[src/rtl/msft_dv_spi_apb_pkg.sv]
// Shared types and bit positions for the SPI-to-APB debug bridge.
// Status flags are sticky and clear at the start of each frame.
package msft_dv_spi_apb_pkg;

  typedef enum logic [1:0] {
    A_IDLE,
    A_SETUP,
    A_ACCESS
  } apb_state_t;

  typedef enum logic [1:0] {
    F_IDLE,
    F_CMD,
    F_DATA
  } frame_state_t;

  // Command bit offsets counted down from the command MSB.
  localparam int CMD_WR_OFS   = 1;
  localparam int CMD_INCR_OFS = 2;

  localparam int ST_UNDER  = 0;
  localparam int ST_OVER   = 1;
  localparam int ST_SLVERR = 2;
  localparam int ST_TMO    = 3;

endpackage

[src/rtl/msft_dv_spi_sync_edge.sv]
// Multi-flop synchroniser with single-cycle rise/fall strobes.
// RST_VAL sets the idle level so reset does not fake an edge.
module msft_dv_spi_sync_edge #(
  parameter int   STAGES  = 2,
  parameter logic RST_VAL = 1'b0
) (
  input  logic clk,
  input  logic rst,
  input  logic d,
  output logic rise,
  output logic fall
);

  logic [STAGES-1:0] sync;
  logic              prev;

  always_ff @(posedge clk or posedge rst) begin
    if (rst) begin
      sync <= {STAGES{RST_VAL}};
      prev <= RST_VAL;
    end else begin
      sync <= {sync[STAGES-2:0], d};
      prev <= sync[STAGES-1];
    end
  end

  assign rise = sync[STAGES-1] & ~prev;
  assign fall = ~sync[STAGES-1] & prev;

endmodule

[src/rtl/msft_dv_spi_apb_bridge.sv]
// Oversampled SPI slave (mode 0) driving an APB master with prefetch/bursts.
// Optional APB watchdog: define MSFTDV_SPI_APB_TIMEOUT_EN.
module msft_dv_spi_apb_bridge
  import msft_dv_spi_apb_pkg::*;
#(
  parameter int AW          = 16,
  parameter int DW          = 16,
  parameter int SYNC_STAGES = 2,
  parameter int TIMEOUT     = 255
) (
  input  logic                         clk,
  input  logic                         rst,
  input  logic                         sclk,
  input  logic                         mosi,
  input  logic                         ss0n,
  output logic                         miso,
  output logic                         miso_oen,
  output logic                         psel,
  output logic                         penable,
  output logic                         pwrite,
  output logic [AW-3+$clog2(DW/8):0]   paddr,
  output logic [DW-1:0]                pwdata,
  input  logic [DW-1:0]                prdata,
  input  logic                         pready,
  input  logic                         pslverr,
  output logic                         busy,
  output logic [3:0]                   status
);

  localparam int WA = AW - 2;
  localparam int BA = $clog2(DW / 8);
  localparam int CW = $clog2(AW > DW ? AW : DW);

  if (SYNC_STAGES < 2 || (DW != 16 && DW != 32) || TIMEOUT < 1)
    $error("msft_dv_spi_apb_bridge: illegal parameters");

  logic ss_rise, ss_fall, sck_rise, sck_fall;
  logic [SYNC_STAGES-1:0] mosi_sync;
  logic sdi;

  frame_state_t fst, fst_n;
  apb_state_t   ast, ast_n;

  logic [CW-1:0] bit_cnt, tx_cnt;
  logic [AW-2:0] cmd_sh;
  logic [DW-2:0] rx_sh;
  logic [DW-1:0] rbuf, tx_sh;
  logic [WA-1:0] addr;
  logic is_wr, is_incr, rbuf_vld, pend, pend_wr;
  logic cmd_done, word_done, data_fall, load;
  logic start, done, tmo, wr_take, wr_drop;
  logic [3:0] st_set;

  msft_dv_spi_sync_edge #(.STAGES(SYNC_STAGES), .RST_VAL(1'b0)) u_sclk (
    .clk(clk), .rst(rst), .d(sclk), .rise(sck_rise), .fall(sck_fall)
  );

  msft_dv_spi_sync_edge #(.STAGES(SYNC_STAGES), .RST_VAL(1'b1)) u_ss (
    .clk(clk), .rst(rst), .d(ss0n), .rise(ss_rise), .fall(ss_fall)
  );

  // Same depth as the sclk path, so sdi is valid on the detected rise.
  always_ff @(posedge clk or posedge rst) begin
    if (rst) mosi_sync <= '0;
    else     mosi_sync <= {mosi_sync[SYNC_STAGES-2:0], mosi};
  end
  assign sdi = mosi_sync[SYNC_STAGES-1];

  always_ff @(posedge clk or posedge rst) begin
    if (rst) fst <= F_IDLE;
    else     fst <= fst_n;
  end

  always_comb begin
    fst_n = fst;
    if (ss_rise)       fst_n = F_IDLE;
    else if (ss_fall)  fst_n = F_CMD;
    else if (cmd_done) fst_n = F_DATA;
  end

  always_comb begin
    cmd_done  = 1'b0;
    word_done = 1'b0;
    data_fall = 1'b0;
    unique case (fst)
      F_CMD:  cmd_done = sck_rise && bit_cnt == CW'(AW-1);
      F_DATA: begin
        word_done = sck_rise && bit_cnt == CW'(DW-1);
        data_fall = sck_fall;
      end
      default: ;
    endcase
    load = data_fall && tx_cnt == '0;
  end

  always_ff @(posedge clk or posedge rst) begin
    if (rst) ast <= A_IDLE;
    else     ast <= ast_n;
  end

  always_comb begin
    ast_n = ast;
    unique case (ast)
      A_IDLE:   if (pend) ast_n = A_SETUP;
      A_SETUP:  ast_n = A_ACCESS;
      A_ACCESS: if (pready || tmo) ast_n = A_IDLE;
      default:  ast_n = A_IDLE;
    endcase
  end

  always_comb begin
    psel    = ast != A_IDLE;
    penable = ast == A_ACCESS;
    busy    = ast != A_IDLE;
    start   = ast == A_IDLE && pend;
    done    = ast == A_ACCESS && pready;
  end

`ifdef MSFTDV_SPI_APB_TIMEOUT_EN
  localparam int TW = $clog2(TIMEOUT + 1);
  logic [TW-1:0] tmo_cnt;

  always_ff @(posedge clk or posedge rst) begin
    if (rst)                tmo_cnt <= '0;
    else if (!penable)      tmo_cnt <= '0;
    else                    tmo_cnt <= tmo_cnt + 1'b1;
  end

  assign tmo = penable && !pready && tmo_cnt == TW'(TIMEOUT-1);
`else
  assign tmo = 1'b0;
`endif

  always_comb begin
    wr_take = word_done && is_wr && !busy && !pend;
    wr_drop = word_done && is_wr && (busy || pend);
    st_set = '0;
    st_set[ST_UNDER]  = load && !is_wr && !rbuf_vld;
    st_set[ST_OVER]   = wr_drop;
    st_set[ST_SLVERR] = done && pslverr;
    st_set[ST_TMO]    = tmo;
  end

  assign miso = tx_sh[DW-1];

  always_ff @(posedge clk or posedge rst) begin
    if (rst) begin
      bit_cnt  <= '0;
      tx_cnt   <= '0;
      cmd_sh   <= '0;
      rx_sh    <= '0;
      is_wr    <= 1'b0;
      is_incr  <= 1'b0;
      addr     <= '0;
      pend     <= 1'b0;
      pend_wr  <= 1'b0;
      rbuf     <= '0;
      rbuf_vld <= 1'b0;
      tx_sh    <= '0;
      miso_oen <= 1'b0;
      paddr    <= '0;
      pwrite   <= 1'b0;
      pwdata   <= '0;
      status   <= '0;
    end else begin
      if (ss_fall || ss_rise || cmd_done || word_done)
        bit_cnt <= '0;
      else if (sck_rise && fst != F_IDLE)
        bit_cnt <= bit_cnt + 1'b1;

      if (ss_fall || ss_rise)
        tx_cnt <= '0;
      else if (data_fall)
        tx_cnt <= (tx_cnt == CW'(DW-1)) ? '0 : tx_cnt + 1'b1;

      if (sck_rise && fst == F_CMD)
        cmd_sh <= {cmd_sh[AW-3:0], sdi};
      if (sck_rise && fst == F_DATA)
        rx_sh <= {rx_sh[DW-3:0], sdi};

      if (cmd_done) begin
        is_wr   <= cmd_sh[AW-1-CMD_WR_OFS];
        is_incr <= cmd_sh[AW-1-CMD_INCR_OFS];
        addr    <= {cmd_sh[AW-4:0], sdi};
      end else if (start && is_incr) begin
        addr <= addr + 1'b1;
      end

      // A load that coincides with start re-arms pend for the next word.
      if (ss_rise) begin
        pend <= 1'b0;
      end else if (cmd_done && !cmd_sh[AW-1-CMD_WR_OFS]) begin
        pend    <= 1'b1;
        pend_wr <= 1'b0;
      end else if (wr_take) begin
        pend    <= 1'b1;
        pend_wr <= 1'b1;
        pwdata  <= {rx_sh, sdi};
      end else if (load && !is_wr) begin
        pend    <= 1'b1;
        pend_wr <= 1'b0;
      end else if (start) begin
        pend <= 1'b0;
      end

      if (start) begin
        paddr  <= {addr, {BA{1'b0}}};
        pwrite <= pend_wr;
      end

      if (ss_fall || load) rbuf_vld <= 1'b0;
      if (done && !pwrite) begin
        rbuf     <= prdata;
        rbuf_vld <= 1'b1;
      end

      if (data_fall) begin
        if (load) tx_sh <= rbuf_vld ? rbuf : '1;
        else      tx_sh <= {tx_sh[DW-2:0], 1'b1};
      end

      if (ss_rise)        miso_oen <= 1'b0;
      else if (data_fall) miso_oen <= 1'b1;

      status <= (ss_fall ? 4'b0 : status) | st_set;
    end
  end

endmodule
[config.mk]
export PLATFORM = sky130hd
export DESIGN_NAME = msft_dv_spi_apb_bridge
export DESIGN_NICKNAME = d
export VERILOG_FILES = /design/src/rtl/msft_dv_spi_apb_pkg.sv /design/src/rtl/msft_dv_spi_sync_edge.sv /design/src/rtl/msft_dv_spi_apb_bridge.sv
export SDC_FILE = /design/constraint.sdc
export NUM_CORES = 1
export LEC_CHECK = 0
export CAP_MARGIN = 20
export CORE_ASPECT_RATIO = 1.25
export CORE_MARGIN = 2
export CORE_UTILIZATION = 65
export CTS_CLUSTER_SIZE = 28
export DETAILED_ROUTE_END_ITERATION = 7
export DONT_BUFFER_PORTS = 1
export GPL_ROUTABILITY_DRIVEN = 1
export PLACE_DENSITY = 0.82
export SETUP_SLACK_MARGIN = 0.15
export SYNTH_ARGS = -nofsm -noshare
export SYNTH_HDL_FRONTEND = slang
export SYNTH_SLANG_ARGS = --single-unit
[constraint.sdc]
create_clock -name clk -period 6.7 [get_ports clk]
set_clock_uncertainty 0.1 [all_clocks]
set_input_delay 0.67 -clock clk [delete_from_list [all_inputs] [get_ports clk]]
set_output_delay 0.67 -clock clk [all_outputs]
set_load 0.02 [all_outputs]
==> run metrics, run 1 <==
status=completed; postcts setup bufs=0; die area=0.00966 mm²; Netlist Area Pre-Place=slightly below 0.006 mm²; DRT Wirelength=~11000 µm; Worst Tran Pin Value=slightly above 0.8 ns; Vias/cell=around 5.9; dpl cell area=between 0.005 and 0.006 mm²; Pre-Repair DR Iteration Count=4; clk slew on worst S/H paths=around 0.060 ns; Final HPWL DP=roughly 7000 µm; H-tree Lvls=4; synth warn=0; DRT iter0 DRCs=230; CP Capture Type=flop; slew margin rel.=between 40% and 50%; Post-CTS Resized=0; Max Root-Sink Buffers=2; most used flip-flop cell after synthesis=dfrtp_1; final setup TNS=0 ns; Num CTS Buffers=17; FFs w/ async S/R, synth=between 90% and 100%; Util after Layout=74.5%; PD cells=approximately 270 mW/mm²; Startpoint Class=flop; Routed wire per std cell=about 18 µm; worst slack, placed=between 4 and 5 ns; overall power=between 1.5 and 2 mW; Buffers on Ports=0; largest area contributor in the netlist=dfrtp_1; register area share after synthesis=59.0%; layout cells sized above 1=between 20% and 30%; final antenna-violating net count=0; P&R area growth vs syn=11.7%; leading cell types by count after synthesis=dfrtp_1, mux2_2, nand2_1, o21ai_0, clkbuf_1; die height=roughly 110 µm; top-area cell type share of the netlist area=around 58%; most common cell in the synthesized netlist=dfrtp_1; largest cells by area after synthesis=dfrtp_1, mux2_2, o21ai_0; crit path time final=roughly 2.4 ns; TritonCTS Sinks=between 100 and 150; setup ws final=about 4.3 ns; worst-path maximum fanout=26; CTS tree=built; crit path DAT=about 2.8 ns; gpl congestion=0.792; vias post-DR=3589; worst min path class=in2async; Initial Util=approximately two thirds; Post-layout nets=500; synthesized flop and latch total=between 100 and 150; Critical Path RT=~7 ns; core area=just under 0.009 mm²; RSZ-0062 raised after global routing=false; placed cells=570; Syn Area/Cell=between 10 and 15 µm²; vias in the first global route=about 3700; Gate Count Post-Synth=470; first-pass GRT wire length=approximately 18000 µm; Residual DRC=0; Root Buffer=clkbuf_8; n_diodes=0; Die W=about 90 µm; antenna violations before repair=0; grt ovf=0; I/O Pins=64; Post-Layout Cell Count=slightly above 600; floorplan row count=38; Slew Limit Fails=0; design area=approximately 0.0064 mm²; peak supply drop=~210 µV; Post-synth EDFFs=0; largest net degree at the start of global routing=77; final setup violation count=0; Pleak=~3.1 nW; Hold WS=~0.021 ns; Fmax achieved=between 400 and 500 MHz; Max-Cap Viols=0; Filler cells=about 580; Hold Buf Count CTS=0; clk_lat worst skew=roughly 0.5 ns; synth unique cells=50; crit path kind=reg2reg; fin crit share=36.2%; final hold vios=0; gr usage total=24.8%
power by group:
part	internal (mW)	leakage (nW)	switching [mW]
combinational	0.0264	0.971	0.0353
clock	0.476	0.249	0.351
sequential	0.850	1.87	0.0246
registers in the layout, indices dropped and copies added, names as in the netlist, 3 cells and up:
| register | count |
|---|---|
| rx_sh | 15 |
| tx_sh | 16 |
| addr | 14 |
| tx_cnt | 4 |
| bit_cnt | 4 |
| pwdata | 16 |
| paddr | 14 |
| cmd_sh | 15 |
| status | 3 |
| rbuf | 16 |
layer usage:
layer / share of wire [%] / wire length, µm / global-route usage, %
met3: 5.6 / 607 / 7.73
met1: 40 / 4350 / 31.8
met4: 1.8 / 191 / 9.42
met5: 0 / 0 / 0
met2: 52 / 5650 / 39.6
worst max-delay path: stages (launching register included):
cell and delay [ns]:
dfrtp_1 0.41, ha_1 0.23, and3_1 0.38, and2_1 0.53, or4_1 0.61, nand3_1 0.09
cell families after synthesis:
family                   Yosys count  share of synthesized area (%)
AO/OA/AOI/OAI                     74                           7.74
XOR/XNOR                          12                           1.82
adder cells (fa/ha/maj)            6                           1.30
buffers and inverters             41                           2.97
flip-flops                       136                           59.0
multiplexers                      82                           15.9
other                              1                         0.0650
AND/OR/NAND/NOR                  118                           11.2
cells in the final DEF (no fill, tap or decap), types with 4 or more instances in the layout:
cell,instances
inv_1,13
nor2_1,11
clkbuf_16,16
inv_6,5
nor3_1,4
mux2i_1,5
nand4_1,5
xnor2_1,7
xor2_1,5
nand3b_1,16
a21boi_0,4
and3_1,4
a21oi_1,11
buf_4,6
nand2_1,47
dfrtp_1,133
o21ai_0,44
mux2_1,16
clkinvlp_4,6
mux2_2,61
nand3_1,11
ha_1,6
path summary, 6_finish.rpt:
path                         startpoint            to  slack (ns)  cells past startpoint
setup / recovery             bit_cnt[0]      addr[11]        4.27                      5
hold / removal                      rst    pwdata[12]        0.02                      1
setup reg to reg             bit_cnt[0]      addr[11]        4.27                      5
hold reg to reg            mosi_sync[0]  mosi_sync[1]        0.25                      0
max in group asynchronous           rst      addr[13]        5.28                      2
min in group clk                   ss0n  u_ss.sync[0]        0.05                      0
layout make-up:
cell class | instances | area (µm²) | area share [%]
clock buffers | 19 | 442 | 6.85
repair buffers | 8 | 71.3 | 1.11
inverters | 14 | 57.6 | 0.893
clock inverters | 13 | 95.1 | 1.48
flip-flops and latches | 136 | 3410 | 52.9
well taps | 120 | 150 | 2.33
multi-input cells | 294 | 2220 | 34.5
No activity file was read; power rests on OpenSTA's default activity.
==> run 2: changes to the inputs <==
--- a/config.mk
+++ b/config.mk
@@ -8,12 +8,12 @@
 export CAP_MARGIN = 20
 export CORE_ASPECT_RATIO = 1.25
 export CORE_MARGIN = 2
-export CORE_UTILIZATION = 65
+export CORE_UTILIZATION = 63
 export CTS_CLUSTER_SIZE = 28
 export DETAILED_ROUTE_END_ITERATION = 7
 export DONT_BUFFER_PORTS = 1
 export GPL_ROUTABILITY_DRIVEN = 1
-export PLACE_DENSITY = 0.82
+export PLACE_DENSITY = 0.8
 export SETUP_SLACK_MARGIN = 0.15
 export SYNTH_ARGS = -nofsm -noshare
 export SYNTH_HDL_FRONTEND = slang
==> constraint.sdc (replaced) <==
create_clock -name clk -period 2.3 [get_ports clk]
set_clock_uncertainty 0.1 [all_clocks]
set_input_delay 0.23 -clock clk [delete_from_list [all_inputs] [get_ports clk]]
set_output_delay 0.23 -clock clk [all_outputs]
set_load 0.02 [all_outputs]
==> run 2 against run 1 <==
Net effect: final area rose by 6.1%; total power rose to 3.2 times the previous value; clock power rose to 3.4 times the previous value; largest power group is now clock; first-iteration DRC count fell by 7.4%; critical path depth grew 1; hold slack better by 0.084 ns.
==> run metrics, run 2 (same netlist as run 1, synthesis figures left out) <==
status=completed; Pleak=3.27 nW (+5.8%); crit path DAT=2.26 ns (-0.51 ns); CP Launch Point=u_ss.prev; largest net degree at the start of global routing=52 (-32%); H-tree Lvls=4 (unchanged); Buffers on Ports=0 (unchanged); clk slew on worst S/H paths=0.06 ns (about the same); Startpoint Class=flop; CP Capture Type=flop; Top Layer Used=met4; Num CTS Buffers=17 (unchanged); Slew Limit Fails=0 (unchanged); crit path time final=2.06 ns (-0.368 ns); RSZ-0062 raised after global routing=false; Residual DRC=0 (unchanged); PD cells=814 mW/mm² (+200%); Routed wire per std cell=17.8 µm (-0.56%); Root Buffer=clkbuf_16; Largest regs=pwdata: 16 flops, rbuf: 16 flops, tx_sh: 16 flops; Reg2Reg Launch Point=u_ss.prev; slew margin rel.=61.3% (+16 points); most frequent cells in the layout=dfrtp_1, mux2_2, nand2_1; Post-Layout Cell Count=639 (+5.8%); most common cell after layout, fill and taps aside=dfrtp_1; final antenna-violating net count=0 (unchanged); Worst Hold Launch=pready; vias post-DR=3690 (+2.8%); final hold vios=0 (unchanged); Worst Tran Pin Value=0.580 ns (-0.242 ns); design area=0.00684 mm² (+6.1%); met2 routed WL=5770 µm (+2.1%); I/O Pins=64 (unchanged); TritonCTS Sinks=136 (unchanged); Post-layout nets=532 (+6.4%); grt ovf=0 (unchanged); placed cells=584 (+2.5%); Final HPWL DP=7230 µm (+2.8%); crit path kind=reg2reg; Critical Path RT=2.50 ns (-4.55 ns); vias in the first global route=3863 (+4.4%); peak supply drop=692 µV (+240%); Die W=89.6 µm (+1.5%); dpl cell area=0.00598 mm² (+1.7%); gpl congestion=0.766 (-3.3%); final setup violation count=0 (unchanged); antenna violations before repair=0 (unchanged); detailed-routing wirelength on met1=4720 µm (+8.6%); gr usage total=25.2% (+0.44 points); DRT Wirelength=11400 µm (+5.2%); worst min path class=in2reg; setup ws final=0.240 ns (-4.03 ns); die height=111 µm (+1.5%); Max Root-Sink Buffers=2 (unchanged); clk_lat worst skew=0.42 ns (-0.09 ns); DRT iter0 DRCs=213 (-7.4%); Vias/cell=5.77 (-2.8%); n_diodes=0 (unchanged); worst slack, placed=0.0580 ns (-3.96 ns); Hold WS=0.105 ns (+0.0842 ns); CTS tree=built; worst-path maximum fanout=17 (-35%); routed wl met3=621 µm (+2.3%); Initial Util=64.0% (-2.8 points); Fmax achieved=485 MHz (+18%); first-pass GRT wire length=18900 µm (+3.9%); overall power=5.57 mW (+220%); P&R area growth vs syn=18.5%; floorplan row count=39 (+2.6%); layout cells sized above 1=23.6% (+0.50 points); die area=0.00995 mm² (+3.0%); Util after Layout=75.8% (+1.3 points); core area=0.00903 mm² (+4.3%); Max-Cap Viols=0 (unchanged); fin crit share=89.6% (+53 points); final setup TNS=0 ns (unchanged); Pre-Repair DR Iteration Count=4 (unchanged)
run 2: where the power goes:
part	switching, mW	internal (mW)	total, mW
Clock	1.08	1.73	2.81
Combinational	0.108	0.105	0.214
Sequential	0.0678	2.48	2.54
run 2: what timing repair did:
item,in CTS,in global routing
hold endpoints to repair,42,0
buffers inserted,1,0
hold buffers,22,0
setup endpoints to repair,16,1
gates resized for setup,0,1
pin swaps,1,0
run 2: routing by layer:
layer	vias to the layer above	global-route usage, %
li1	1719	-
met1	1856	31.7
met2	94	39.9
met3	21	7.52
met4	0	10.9
met5	-	0
run 2: layout make-up:
cell class	instances	area (µm²)
inverters	14	56.3
multi-input cells	294	2220
well taps	123	154
flip-flops and latches	136	3410
clock inverters	15	191
clock buffers	17	425
fillers	552	2190
repair buffers	40	384
run 2: path summary, 6_finish.rpt:
check	end	slack, ns	cells past startpoint
max	pwdata[2]	0.24	6
min	rbuf[15]	0.11	3
max reg2reg	pwdata[2]	0.24	6
min reg2reg	u_ss.sync[1]	0.26	0
max in group asynchronous	cmd_sh[0]	1.00	3
min in group asynchronous	rbuf[3]	0.25	2
run 2: worst max-delay path, stage by stage, from the launching register on:
cell and delay [ns]:
dfstp_2 0.53, inv_1 0.04, ha_1 0.26, a2111oi_4 0.36
nand4_4 0.13, buf_12 0.19, mux2_1 0.32
==> run 3: changes to the inputs <==
--- a/config.mk
+++ b/config.mk
@@ -8,12 +8,13 @@
 export CAP_MARGIN = 20
 export CORE_ASPECT_RATIO = 1.25
 export CORE_MARGIN = 2
-export CORE_UTILIZATION = 63
+export CORE_UTILIZATION = 41
 export CTS_CLUSTER_SIZE = 28
 export DETAILED_ROUTE_END_ITERATION = 7
 export DONT_BUFFER_PORTS = 1
 export GPL_ROUTABILITY_DRIVEN = 1
-export PLACE_DENSITY = 0.8
+export MAX_ROUTING_LAYER = met4
+export PLACE_DENSITY = 0.56
 export SETUP_SLACK_MARGIN = 0.15
 export SYNTH_ARGS = -nofsm -noshare
 export SYNTH_HDL_FRONTEND = slang
==> run 3 against run 2 <==
Net effect: clock power is 4% lower; hold slack gained 0.12 ns; via count fell by 3.5%; die area grew 51%; routed wire length is 2.5% lower; final area is 0.70% higher; sequential cell count unchanged; combinational power decreased by 2%.
==> run metrics, run 3 (same netlist as run 1, synthesis figures left out) <==
most frequent cells in the layout=dfrtp_1, mux2_2, nand2_1; crit path kind=reg2reg; sequential power share=46.7% (+1.0 points); final setup TNS=0 ns (unchanged); layout cells sized above 1=23.1% (-0.54 points); Pre-Repair DR Iteration Count=4 (unchanged); crit path time final=2.05 ns (-0.0134 ns); first-pass GRT wire length=18500 µm (-2.4%); final hold vios=0 (unchanged); dpl cell area=0.00605 mm² (+1.2%); Pleak=3.26 nW (-0.13%); fin crit share=89.0% (-0.58 points); H-tree Lvls=4 (unchanged); Buffers on Ports=0 (unchanged); vias post-DR=3562 (-3.5%); Die W=110 µm (+23%); Root Buffer=clkbuf_16; worst-path maximum fanout=16 (-1); Comb pwr share=3.8% (about the same); clk_lat worst skew=0.42 ns (about the same); CP Capture Type=flop; vias in the first global route=3683 (-4.7%); placed cells=635 (+8.7%); grt ovf=0 (unchanged); Sw Pwr=1.18 mW (-6.6%); peak supply drop=430 µV (-38%); most common cell after layout, fill and taps aside=dfrtp_1; overall power=5.45 mW (-2.2%); gpl congestion=0.765 (-0.16%); design area=0.00689 mm² (+0.70%); Fmax achieved=489 MHz (+0.65%); DRT iter0 DRCs=210 (-1.4%); Num CTS Buffers=17 (unchanged); final antenna-violating net count=0 (unchanged); Critical Path RT=2.50 ns (about the same); I/O Pins=64 (unchanged); Reg2Reg Launch Point=fst[0]; status=completed; floorplan row count=48 (+23%); Largest regs=pwdata: 16 flops, rbuf: 16 flops, tx_sh: 16 flops; worst slack, placed=0.0757 ns (+0.0177 ns); core area=0.0138 mm² (+53%); Vias/cell=5.16 (-11%); R2R setup slack=0.25 ns (about the same); Slew Limit Fails=0 (unchanged); gr usage total=16.5% (-8.7 points); die height=137 µm (+23%); Initial Util=41.8% (-22 points); crit path DAT=2.25 ns (about the same); worst min path class=in2async; CTS tree=built; Clk pwr share=49.5% (-0.9 points); slew margin rel.=62.4% (+1.1 points); die area=0.0151 mm² (+51%); Hold WS=0.229 ns (+0.123 ns); P&R area growth vs syn=19.3%; Util after Layout=49.9% (-26 points); Startpoint Class=flop; Routed wire per std cell=16.1 µm (-9.7%); largest net degree at the start of global routing=76 (+46%); Final HPWL DP=7350 µm (+1.7%); Worst Tran Pin Value=0.564 ns (-0.0155 ns); Filler cells=1259 (+130%); Max Root-Sink Buffers=2 (unchanged); TritonCTS Sinks=136 (unchanged); PD cells=791 mW/mm² (-2.8%); DRT Wirelength=11100 µm (-2.5%); final setup violation count=0 (unchanged); RSZ-0062 raised after global routing=false; Residual DRC=0 (unchanged); Max-Cap Viols=0 (unchanged); Post-layout nets=531 (-0.19%); CP Launch Point=fst[0]; setup ws final=0.253 ns (+0.0134 ns); clk slew on worst S/H paths=0.06 ns (about the same); Internal Power=4.27 mW (-0.87%); antenna violations before repair=0 (unchanged); n_diodes=0 (unchanged); Switching Fraction=21.6% (-1.0 points); Post-Layout Cell Count=690 (+8.0%)
run 3: changes by cell type in the layout (fill, tap and decap cells not counted), sizes merged:
cell / delta
buf: -1
bufinv: -1
clkbuf: +5
clkinvlp: -1
inv: -3
run 3: routing by layer:
| metal | GRT usage (%) | up-vias | routed length (µm) |
|---|---|---|---|
| met5 | - | - | 0 |
| met4 | 5.83 | 0 | 158 |
| met3 | 5.48 | 15 | 496 |
| met2 | 25.4 | 64 | 5350 |
| met1 | 20.4 | 1776 | 5070 |
| li1 | - | 1707 | - |
run 3: cell type report:
| type | instances | area [µm²] | area share (%) |
|---|---|---|---|
| Clock inverter | 10 | 120 | 1.74 |
| Sequential cell | 136 | 3410 | 49.5 |
| Timing Repair Buffer | 39 | 389 | 5.65 |
| Tap cell | 175 | 219 | 3.18 |
| Multi-Input combinational cell | 294 | 2220 | 32.3 |
| Inverter | 14 | 56.3 | 0.817 |
| Clock buffer | 22 | 474 | 6.88 |
run 3: path summary, 6_finish.rpt:
path	cells after the start	end
max	5	pwdata[5]
min	2	rbuf[3]
max reg2reg	5	pwdata[5]
min reg2reg	0	u_sclk.sync[1]
max in group asynchronous	3	u_ss.prev
min in group clk	4	rbuf_vld
run 3: power by group through the flow:
stage          registers [mW]  logic, mW  clock network [mW]
2_1_floorplan            2.56      0.148                   0
3_5_place_dp             2.59      0.184                   0
6_report                 2.54      0.209                2.70
4_1_cts                  2.54      0.215                2.76
5_1_grt                  2.55      0.238                2.88
3_3_place_gp             2.58      0.180                   0
run 3: timing repair:
action,CTS,global route
hold buffers,22,0
endpoints found under the setup margin,16,2
hold endpoints to repair,39,0
setup buffers,1,0
pin swaps,1,1
resized for setup,0,1
run 3: critical path, stage by stage (launching register included):
cell	delay, ns
dfrtp_1	0.44
and4bb_1	0.29
a2111oi_4	0.42
nand4_4	0.15
buf_12	0.19
mux2_1	0.31
==> RTL edit 1: new RTL, flow settings as in run 2 <==
The 3 states of `apb_state_t` get a one-hot encoding in 3 bits.
--- a/src/rtl/msft_dv_spi_apb_pkg.sv
+++ b/src/rtl/msft_dv_spi_apb_pkg.sv
@@ -3,8 +3,8 @@
 package msft_dv_spi_apb_pkg;
 
-  typedef enum logic [1:0] {
-    A_IDLE,
-    A_SETUP,
-    A_ACCESS
+  typedef enum logic [2:0] {
+    A_IDLE   = 3'b001,
+    A_SETUP  = 3'b010,
+    A_ACCESS = 3'b100
   } apb_state_t;
 
Formal check against the unedited RTL: no difference found for any inputs over 10 cycles, from zero or initial values and one cycle with rst high; not proved beyond that.
==> RTL edit 1 against run 2 <==
Power fell by 1.9%. Wire length fell by 2.6%. Global-route usage fell by 1.2 points. First-iteration DRC count fell by 8.0%. Synthesized area barely moved. Sequential cell count rose by 1. Design area fell by 1.5%. Setup slack improved by 0.067 ns. Largest cell class unchanged.
==> RTL edit 1: results (changes against run 2) <==
* First-pass GRT wire length at 18410 um (-2.7%)
* Leakage at 0.003256 uW (-0.29%)
* Post-cts sizing count at 0 (unchanged)
* Worst path slowest cell: dfstp_2
* Status: complete, no violations
* Finished Core Util at 74.68% (-1.1 points)
* Post-synthesis sequential area ratio at 59.42% (+0.40 points)
* CTS Buffer Depth at 2 (unchanged)
* CP top delay family: flip-flops
* Largest regs: pwdata (16), rbuf (16), tx_sh (16)
* TritonCTS Buffers at 17 (unchanged)
* Worst-Margin Slew at 0.7289 ns (+0.1492 ns)
* Layout cell share with drive strength beyond 1 at 22.47% (-1.2 points)
* Most common library cells after synthesis: dfrtp_1 (133), nand2_1 (81), mux2_2 (54)
* CTS clk-pin slew, worst paths at 0.06 ns (about the same)
* CP max stage delay at 0.57 ns (+0.04 ns)
* Ys async rst share at 100.0% (unchanged)
* Nets at 550 (+3.4%)
* PortBufs at 0 (unchanged)
* Synth warnings at 0 (unchanged)
* Dominant cells by area after synthesis: dfrtp_1 (58%), mux2_2 (11%), nand2_1 (5.3%), o21ai_0 (3.0%), mux2_4 (2.3%)
* Diodes inserted at 0 (unchanged)
* Drt initial violations at 196 (-8.0%)
* Max FO, Critical Path at 6 (-11)
* DP Wirelength at 6930 um (-4.1%)
* Gr usage total at 24.05% (-1.2 points)
* Number of distinct library cells after synthesis at 50 (unchanged)
* Total Wirelength at 11070 um (-2.6%)
* Largest net degree at the start of global routing at 138 (+170%)
* Worst skew pair latency at 0.41 ns
* Htree depth at 4 (unchanged)
* Placed Area at 5924 um2 (-0.94%)
* Max VDD drop at 522.0 uV (-25%)
* Initial Utilization at 64.01% (about the same)
* Vias in the first global route at 3878 (+0.39%)
* Number of fillers in the final layout at 574 (+4.0%)
* Initial antenna violation count at 0 (unchanged)
* Root Driver: clkbuf_16
* Worst Hold Class: primary input to flop
* Vias per Instance at 5.641 (-2.3%)
* RePlAce Congestion at 0.7973 (+4.0%)
==> RTL edit 1: worst min-delay path: stages <==
cell     delay (ns)
nand2_1        0.04
nor2_2         0.10
buf_4          0.17
a31o_2         0.11
==> RTL edit 1: layout make-up <==
class,count,share of cell area (%)
clock inverter,12,2.227
tap,123,2.283
multi-input combinational,318,32.31
timing repair buffer,35,4.900
inverter,12,0.7238
clock buffer,20,6.626
sequential,137,50.93
==> RTL edit 1: final timing paths <==
check / startpoint / end / slack (ns) / cells after the start
min: pready / rbuf_vld / 0.18 / 4
max: ast[0] / status[2] / 0.31 / 4
max reg2reg: ast[0] / status[2] / 0.31 / 4
min in group asynchronous: rst / rbuf[1] / 0.38 / 3
max in group asynchronous: rst / u_sclk.sync[0] / 1.15 / 3
min reg2reg: u_sclk.sync[0] / u_sclk.sync[1] / 0.24 / 0
==> RTL edit 1: routing by layer <==
metal	up-vias	track usage (%)	share of wire (%)
li1	1735	-	-
met1	1859	29.45	40
met2	88	38.53	52
met3	24	7.148	5.6
met4	0	11.04	2.5
met5	-	0	0
==> RTL edit 1: cell families (layout without fill, tap and decap cells) <==
family	Yosys count	in the layout	share of synthesized area (%)
compound gates	67	67	6.518
xor+xnor	17	17	2.577
fa+ha+maj	6	6	1.299
buf+inv	37	79	3.031
flops	137	137	59.42
mux	66	66	13.38
other cells	1	2	0.06490
simple gates	160	160	13.71
==> RTL edit 1: timing repair <==
| action | 4_1_cts | 5_1_grt |
|---|---|---|
| hold endpoints to repair | 155 | 0 |
| endpoints found under the setup margin | 0 | 0 |
| hold buffers | 22 | 0 |
| setup buffers | 0 | 0 |
==> RTL edit 1: metrics by stage <==
stage / std cells / setup WS, ns / power, uW
after global placement: 603 / 0.4260 / 2755
after CTS: 657 / 0.3296 / 5494
after global routing: 657 / 0.2102 / 5647
after floorplan: 492 / 0.2661 / 2718
after detailed placement: 603 / 0.3398 / 2768
final: 657 / 0.3067 / 5459
==> RTL edit 1: power by group <==
group          switching, uW  leakage [uW]  internal, uW  total (uW)
registers               64.3       0.00188          2500        2560
clock network            978      0.000286          1730        2700
logic                   96.6       0.00109          98.3         195
total                   1140       0.00326          4320        5460
==> RTL edit 2: new RTL, settings of run 2 <==
Without the edit above. The parameter `RST_VAL` goes from 1'b1 to 1'b0.
--- a/src/rtl/msft_dv_spi_apb_bridge.sv
+++ b/src/rtl/msft_dv_spi_apb_bridge.sv
@@ -56,5 +56,5 @@
   );
 
-  msft_dv_spi_sync_edge #(.STAGES(SYNC_STAGES), .RST_VAL(1'b1)) u_ss (
+  msft_dv_spi_sync_edge #(.STAGES(SYNC_STAGES), .RST_VAL(1'b0)) u_ss (
     .clk(clk), .rst(rst), .d(ss0n), .rise(ss_rise), .fall(ss_fall)
   );
Function: no difference found for any inputs over 10 cycles, from zero or initial values and one cycle with rst high; that may be too few to reach the edited logic, so the function may still have changed.
==> RTL edit 2 against run 2 <==
Setup slack got worse by 0.0017 ns. Worst hold slack improved by 0.0039 ns. First-iteration DRC count increased by 15%. Highest routed layer unchanged. Largest cell class unchanged. Design area decreased by 0.60%. Synthesized area about the same. Count of clock-buffer cells in the layout increased by 1. Wire length decreased by 0.53%. Power decreased by 2.2%. Sequential cell count unchanged. Global-route usage decreased by 0.15 points. Critical endpoint is now addr[11].
==> RTL edit 2: results (changes against run 2) <==
* First-pass GRT wire length at 18970 um (+0.22%)
* Total Wirelength at 11300 um (-0.53%)
* M3 GR Usage at 8.786% (+1.3 points)
* Post-synthesis sequential area ratio at 58.99% (about the same)
* Status: complete, no violations
* Wire length on met3 at 662 um (+6.6%)
* CP max stage delay at 0.58 ns (+0.05 ns)
* Max VDD drop at 715.0 uV (+3.4%)
* Reg2Reg Depth at 4 (-2)
* RePlAce Congestion at 0.8260 (+7.8%)
* Layout cell share with drive strength beyond 1 at 22.31% (-1.3 points)
* Max FO, Critical Path at 7 (-10)
* Largest net degree at the start of global routing at 137 (+160%)
* Relative slew margins at 50.07% (-11 points)
* Vias in the first global route at 3942 (+2.0%)
* DR vias at 3715 (+0.68%)
* Gr usage total at 25.05% (-0.15 points)
* Most common library cells after synthesis: dfrtp_1 (136), mux2_2 (61), nand2_1 (47)
* Placed Area at 5967 um2 (-0.23%)
* CP top delay family: simple AND/OR/NAND/NOR gates
* Nets at 529 (-0.56%)
* Dominant cells by area after synthesis: dfrtp_1 (59%), mux2_2 (12%), o21ai_0 (3.8%), mux2_1 (3.1%), nand2_1 (3.1%)
* Leakage at 0.003236 uW (-0.90%)
* Ys async rst share at 100.0% (unchanged)
* DP Wirelength at 6938 um (-4.0%)
* Met1 Wirelength at 4579 um (-3.1%)
* Number of distinct library cells after synthesis at 49 (-2.0%)
* Dpl ws at 0.1619 ns (+0.1039 ns)
[RTL edit 2: changes by cell type after synthesis]
| cell | before | now |
|---|---|---|
| dfrtp_1 | 133 | 136 |
| dfstp_2 | 3 | 0 |
[RTL edit 2: worst paths after layout]
path | endpoint | from | slack, ns
max in group asynchronous | tx_cnt[0] | rst | 1.14
hold / removal | rbuf_vld | pready | 0.11
setup / recovery | addr[11] | ast[0] | 0.24
setup reg to reg | addr[11] | ast[0] | 0.24
hold reg to reg | u_ss.sync[1] | u_ss.sync[0] | 0.25
min in group asynchronous | rbuf[3] | rst | 0.36
[RTL edit 2: repair_timing]
action | in CTS | in global routing
setup endpoints to repair | 11 | 0
hold endpoints to repair | 157 | 0
hold buffers | 22 | 0
buffers inserted | 1 | 0
[RTL edit 2: logic make-up after synthesis]
logic type	Yosys count	synth area share (%)
other	1	0.06500
XOR/XNOR	12	1.822
buffers and inverters	41	2.971
flip-flops	136	58.99
AO/OA/AOI/OAI	74	7.743
multiplexers	82	15.90
adder cells (fa/ha/maj)	6	1.301
AND/OR/NAND/NOR	118	11.21
[RTL edit 2: where the power goes]
group / switching, uW / leakage (uW) / internal, uW
combinational: 103 / 0.00110 / 102
sequential: 63.8 / 0.00187 / 2480
clock: 986 / 0.000272 / 1710
total: 1150 / 0.00324 / 4290
[RTL edit 2: cell type report]
cell class                 count  area, um2  share of cell area, %
clock inverter                12      153.9                  2.263
clock buffer                  18      439.2                  6.458
sequential                   136       3403                  50.05
inverter                      14      56.30                 0.8280
tap                          123      153.9                  2.263
timing repair buffer          37      370.4                  5.446
multi-input combinational    294       2223                  32.70
[RTL edit 2: metrics by stage]
stage,std cells,hold WS (ns)
after floorplan,471,0.1614
after global placement,581,0.1615
after detailed placement,581,0.1615
after CTS,634,0.1006
after global routing,634,0.1327
final,634,0.1093
